--- src/rtl/mult_issue_ctrl.sv ---
// Issue/capture controller for a fixed-latency sequential multiplier core.
// Operand pairs queue in a small FIFO; one pair at a time is loaded, waited on and captured with its tag.
module mult_issue_ctrl #(
  parameter int DEPTH       = 4,
  parameter int MUL_LATENCY = 34,
  parameter int TAG_W       = 4
) (
  input  logic              clk,
  input  logic              rst,
  input  logic              in_valid,
  output logic              in_ready,
  input  logic [31:0]       in_x,
  input  logic [31:0]       in_y,
  input  logic [TAG_W-1:0]  in_tag,
  output logic              mul_load,
  output logic [31:0]       mul_x,
  output logic [31:0]       mul_y,
  input  logic [63:0]       mul_product,
  output logic              out_valid,
  input  logic              out_ready,
  output logic [63:0]       out_product,
  output logic [TAG_W-1:0]  out_tag,
  output logic              busy
);

  localparam int PTR_W = (DEPTH > 1) ? $clog2(DEPTH) : 1;
  localparam int CNT_W = $clog2(DEPTH + 1);
  localparam int LAT_W = $clog2(MUL_LATENCY + 2);

  typedef enum logic [1:0] {IDLE, LOAD, WAIT, DONE} state_t;

  state_t             r_state;
  state_t             w_state_nxt;
  logic [31:0]        r_fifo_x   [DEPTH];
  logic [31:0]        r_fifo_y   [DEPTH];
  logic [TAG_W-1:0]   r_fifo_tag [DEPTH];
  logic [PTR_W-1:0]   r_wr_ptr;
  logic [PTR_W-1:0]   r_rd_ptr;
  logic [CNT_W-1:0]   r_count;
  logic [LAT_W-1:0]   r_cnt;
  logic [TAG_W-1:0]   r_tag;
  logic               w_push;
  logic               w_pop;
  logic               w_latch;
  logic               w_capture;
  logic [31:0]        w_head_x;
  logic [31:0]        w_head_y;
  logic [TAG_W-1:0]   w_head_tag;

  assign in_ready  = rst && (r_count < CNT_W'(DEPTH));
  assign w_push    = in_valid && in_ready;
  assign w_pop     = (r_state == LOAD);
  assign mul_load  = (r_state == LOAD);
  assign out_valid = (r_state == DONE);
  assign busy      = (r_state != IDLE) || (r_count != '0);

  // An empty FIFO can only be latched from DONE with a same-edge push, so forward the incoming pair.
  assign w_head_x   = (r_count == '0) ? in_x   : r_fifo_x[r_rd_ptr];
  assign w_head_y   = (r_count == '0) ? in_y   : r_fifo_y[r_rd_ptr];
  assign w_head_tag = (r_count == '0) ? in_tag : r_fifo_tag[r_rd_ptr];

  always_ff @(posedge clk) begin
    if (w_push) begin
      r_fifo_x[r_wr_ptr]   <= in_x;
      r_fifo_y[r_wr_ptr]   <= in_y;
      r_fifo_tag[r_wr_ptr] <= in_tag;
    end
  end

  always_ff @(posedge clk or negedge rst) begin
    if (!rst) begin
      r_wr_ptr <= '0;
      r_rd_ptr <= '0;
      r_count  <= '0;
    end else begin
      if (w_push) r_wr_ptr <= r_wr_ptr + PTR_W'(1);
      if (w_pop)  r_rd_ptr <= r_rd_ptr + PTR_W'(1);
      r_count <= r_count + CNT_W'(w_push) - CNT_W'(w_pop);
    end
  end

  always_ff @(posedge clk or negedge rst) begin
    if (!rst) r_state <= IDLE;
    else      r_state <= w_state_nxt;
  end

  always_comb begin
    w_state_nxt = r_state;
    w_latch     = 1'b0;
    w_capture   = 1'b0;
    unique case (r_state)
      IDLE: begin
        if (r_count != '0) begin
          w_latch     = 1'b1;
          w_state_nxt = LOAD;
        end
      end
      LOAD: w_state_nxt = WAIT;
      WAIT: begin
        if (r_cnt == LAT_W'(MUL_LATENCY)) begin
          w_capture   = 1'b1;
          w_state_nxt = DONE;
        end
      end
      DONE: begin
        if (out_ready) begin
          if ((r_count != '0) || w_push) begin
            w_latch     = 1'b1;
            w_state_nxt = LOAD;
          end else begin
            w_state_nxt = IDLE;
          end
        end
      end
      default: w_state_nxt = IDLE;
    endcase
  end

  always_ff @(posedge clk or negedge rst) begin
    if (!rst) begin
      r_cnt <= '0;
    end else if (w_pop) begin
      r_cnt <= LAT_W'(1);
    end else if (w_capture) begin
      r_cnt <= '0;
    end else if (r_state == WAIT) begin
      r_cnt <= r_cnt + LAT_W'(1);
    end
  end

  always_ff @(posedge clk or negedge rst) begin
    if (!rst) begin
      mul_x       <= '0;
      mul_y       <= '0;
      r_tag       <= '0;
      out_product <= '0;
      out_tag     <= '0;
    end else begin
      if (w_latch) begin
        mul_x <= w_head_x;
        mul_y <= w_head_y;
        r_tag <= w_head_tag;
      end
      if (w_capture) begin
        out_product <= mul_product;
        out_tag     <= r_tag;
      end
    end
  end

endmodule

--- config.mk ---
export PLATFORM = sky130hd
export DESIGN_NAME = mult_issue_ctrl
export DESIGN_NICKNAME = d
export VERILOG_FILES = /design/src/rtl/mult_issue_ctrl.sv
export SDC_FILE = /design/constraint.sdc
export NUM_CORES = 1
export LEC_CHECK = 0
export BUFFER_PORTS_ARGS = -buffer_cell sky130_fd_sc_hd__buf_2
export CAP_MARGIN = 25
export CORE_UTILIZATION = 55
export DETAILED_ROUTE_END_ITERATION = 8
export GPL_TIMING_DRIVEN = 0
export PLACE_DENSITY_LB_ADDON = 0.1
export SYNTH_ARGS = -nofsm -noshare
export SYNTH_HDL_FRONTEND = slang
export SYNTH_SLANG_ARGS = --single-unit
--- constraint.sdc ---
create_clock -name clk -period 5.85 [get_ports clk]
set_input_delay 1.17 -clock clk [delete_from_list [all_inputs] [get_ports clk]]
set_output_delay 1.17 -clock clk [all_outputs]
set_load 0.01 [all_outputs]
==> results_dict.tcl <==
set metrics [dict create \
    status "completed" \
    cts_resized 0 \
    max_slew_margin_pct 43.4 \
    synth_area_leaders "edfxtp_1, dfrtp_1, mux4_2" \
    synth-seq-area-share_pct 73.0 \
    yosys.area.top_type "edfxtp_1" \
    vias 9687 \
    placed_cells 1691 \
    fmax_ghz 0.258 \
    critPathLaunchType "input pin" \
    synth_edf_count 272 \
    grt_pass1_vias 9780 \
    synthMuxAreaShare_pct 13.6 \
    grt-ovfl-total 0 \
    crit_type "in2out" \
    start_util_pct 56.4 \
    crit_start "rst" \
    place_ws_ns 1.81 \
    ant_nets 0 \
    async_reset_ff_share_pct 35.7 \
    hold_ws_ns 0.469 \
    clkSlewWorstSetupHoldPaths_ns 0.06 \
    dieArea_mm2 0.0305 \
    postCtsHoldBufs 0 \
    wire_per_inst_um 20.0 \
    synth_top_area_share_pct 49.9 \
    netlist_area_mm2 0.0164 \
    tritoncts.num_buffers 43 \
    grt_max_degree 108 \
    root_buffer "clkbuf_16" \
    synth_top_family_by_area "multiplexers" \
    path_max_fanout 107 \
    min_from "r_tag[1]" \
    critPathBufInv 3 \
    antenna_found_initial 8 \
    rsz0062_at_grt "no" \
    clock_sinks 423 \
    setup_viol 0 \
    cts_tree "yes" \
    post_dp_cell_area_mm2 0.0184 \
    period_minus_slack_ns 3.88 \
    yosysUniqueCellTypes 35 \
    tightest_slew_ns 0.850 \
    clock_path_buffers 3 \
    stdcell_count 1774 \
    r2r-start "r_state[0]" \
    slew_violations 0 \
    cellPowerDensity_mw_per_mm2 471 \
    synthCells 1031 \
    yosys.area_share.simple_pct 7.23 \
    io_pins 272 \
    setup_ws_ns 1.97 \
    num_rows 62 \
    io_buffers 271 \
    critical-path-top-delay-family "buffers and inverters" \
    final_hold_viol_count 0 \
    dp_hpwl_um 22600 \
    maxCapViolations 0 \
    yosys.area_share.adder_pct 1.12 \
    final.period_utilization_pct 66.4 \
    arrival_ns 2.71 \
    grt_pass1_wl_um 55400 \
    p_total_mw 9.31 \
    peakVddDrop_mv 0.316 \
    worstSkewPairLatency_ns 0.54 \
    synth.net_count 1181 \
    vias_per_cell 5.46 \
    synthFlopType "edfxtp_1" \
    yosysWarnings 0 \
    cts_setup_buffers 0 \
    syn2layout_area_growth_pct 20.8 \
    drt_iter0_drc 577 \
    drive_gt1_share_pct 31.9 \
    finClkSkew_ns 0.0156 \
    grt.total_usage_pct 24.0 \
    htree_levels 2 \
    r2r_slack_ns 3.11 \
    core_area_mm2 0.0290 \
    place.gp.congestion 0.799 \
    fin_nets 1502 \
    worstPathRequired_ns 4.68 \
    final_cell_area_mm2 0.0198 \
    critPathSlowestCell "buf_16" \
    p_leak_nw 8.48 \
    hold_class "reg2reg" \
    die_w_um 175 \
    synth_area_per_cell_um2 15.9 \
    synth_compound_gate_area_share_pct 3.00 \
    slowest_delay_ns 0.42 \
    final_cell_mix "buf_2, nand2_1, edfxtp_1" \
    drt_first_pass_iters 5 \
    ys_ff_latch 423 \
    drc 0 \
    endpoint_kind "output port" \
    path_cells "buf_8, buf_16, nor2b_1, buf_2" \
    synth-xor-area-share_pct 0.267 \
    die_height_um 175 \
    layout_commonest_cell "buf_2" \
    routed_wl_um 35500 \
]
## through the flow
stage / TNS (ns) / util [%]
final: 0 / 68.2
after global routing: 0 / 68.2
after CTS: 0 / 68.2
after detailed placement: 0 / 63.3
after global placement: -591.67 / 62.8
after floorplan: 0 / -
## worst min-delay path, stage by stage (launching register included)
cell	delay (ns)
dfrtp_1	0.34
nand2_1	0.05
nand2_1	0.05
## cell type report
cell class	instances	area, µm²
antenna	3	7.51
sequential	423	11900
timing repair buffer	276	1500
clock buffer	59	1200
inverter	10	37.5
buffer	55	253
tap	384	480
multi-input combinational	543	4160
clock inverter	21	213
fill	2109	9230
## cell families (layout without fill, tap and decap cells)
kind of cell    count (synthesis)  in the layout
simple gates                  300            300
xor+xnor                        5              5
other cells                     0              3
compound gates                 86             86
buf+inv                        65            421
mux                           138            138
flops                         423            423
fa+ha+maj                      14             14
## sequential cells by signal (all words and copies together), names as in the netlist
signal	count
r_fifo_x	128
r_wr_ptr	2
out_product	64
r_tag	4
r_count	3
mul_x	32
r_cnt	6
out_tag	4
r_state	2
r_fifo_y	128
r_rd_ptr	2
r_fifo_tag	16
mul_y	32
## cells in the mapped netlist (4+ instances only)
| cell | number |
|---|---|
| nand2_1 | 276 |
| edfxtp_1 | 272 |
| mux4_2 | 68 |
| dfrtp_1 | 151 |
| buf_4 | 5 |
| buf_1 | 4 |
| mux2i_1 | 68 |
| buf_2 | 22 |
| inv_1 | 10 |
| ha_1 | 13 |
| clkbuf_1 | 24 |
| and3_1 | 8 |
| o21ai_1 | 9 |
| o21ai_0 | 61 |
## where the power goes
part	total (mW)	internal, mW	switching [mW]
logic	2.73	1.19	1.54
registers	3.87	3.66	0.209
clock network	2.72	1.61	1.11
## per-layer routing
layer	part of all wire (%)	vias to the layer above	global-route usage [%]
li1	-	4426	-
met1	42	4855	32.7
met2	49	321	39.3
met3	6.1	75	4.66
met4	3.0	10	8.22
met5	0.18	-	0
## path summary, 6_finish.rpt
check | end | cells after the start
setup reg to reg | mul_y[22] | 7
max in group asynchronous | mul_y[12] | 2
min in group asynchronous | mul_y[28] | 1
setup / recovery | in_ready | 4
hold / removal | out_tag[1] | 2
hold reg to reg | out_tag[1] | 2
Power figures use the tool's default switching activity.
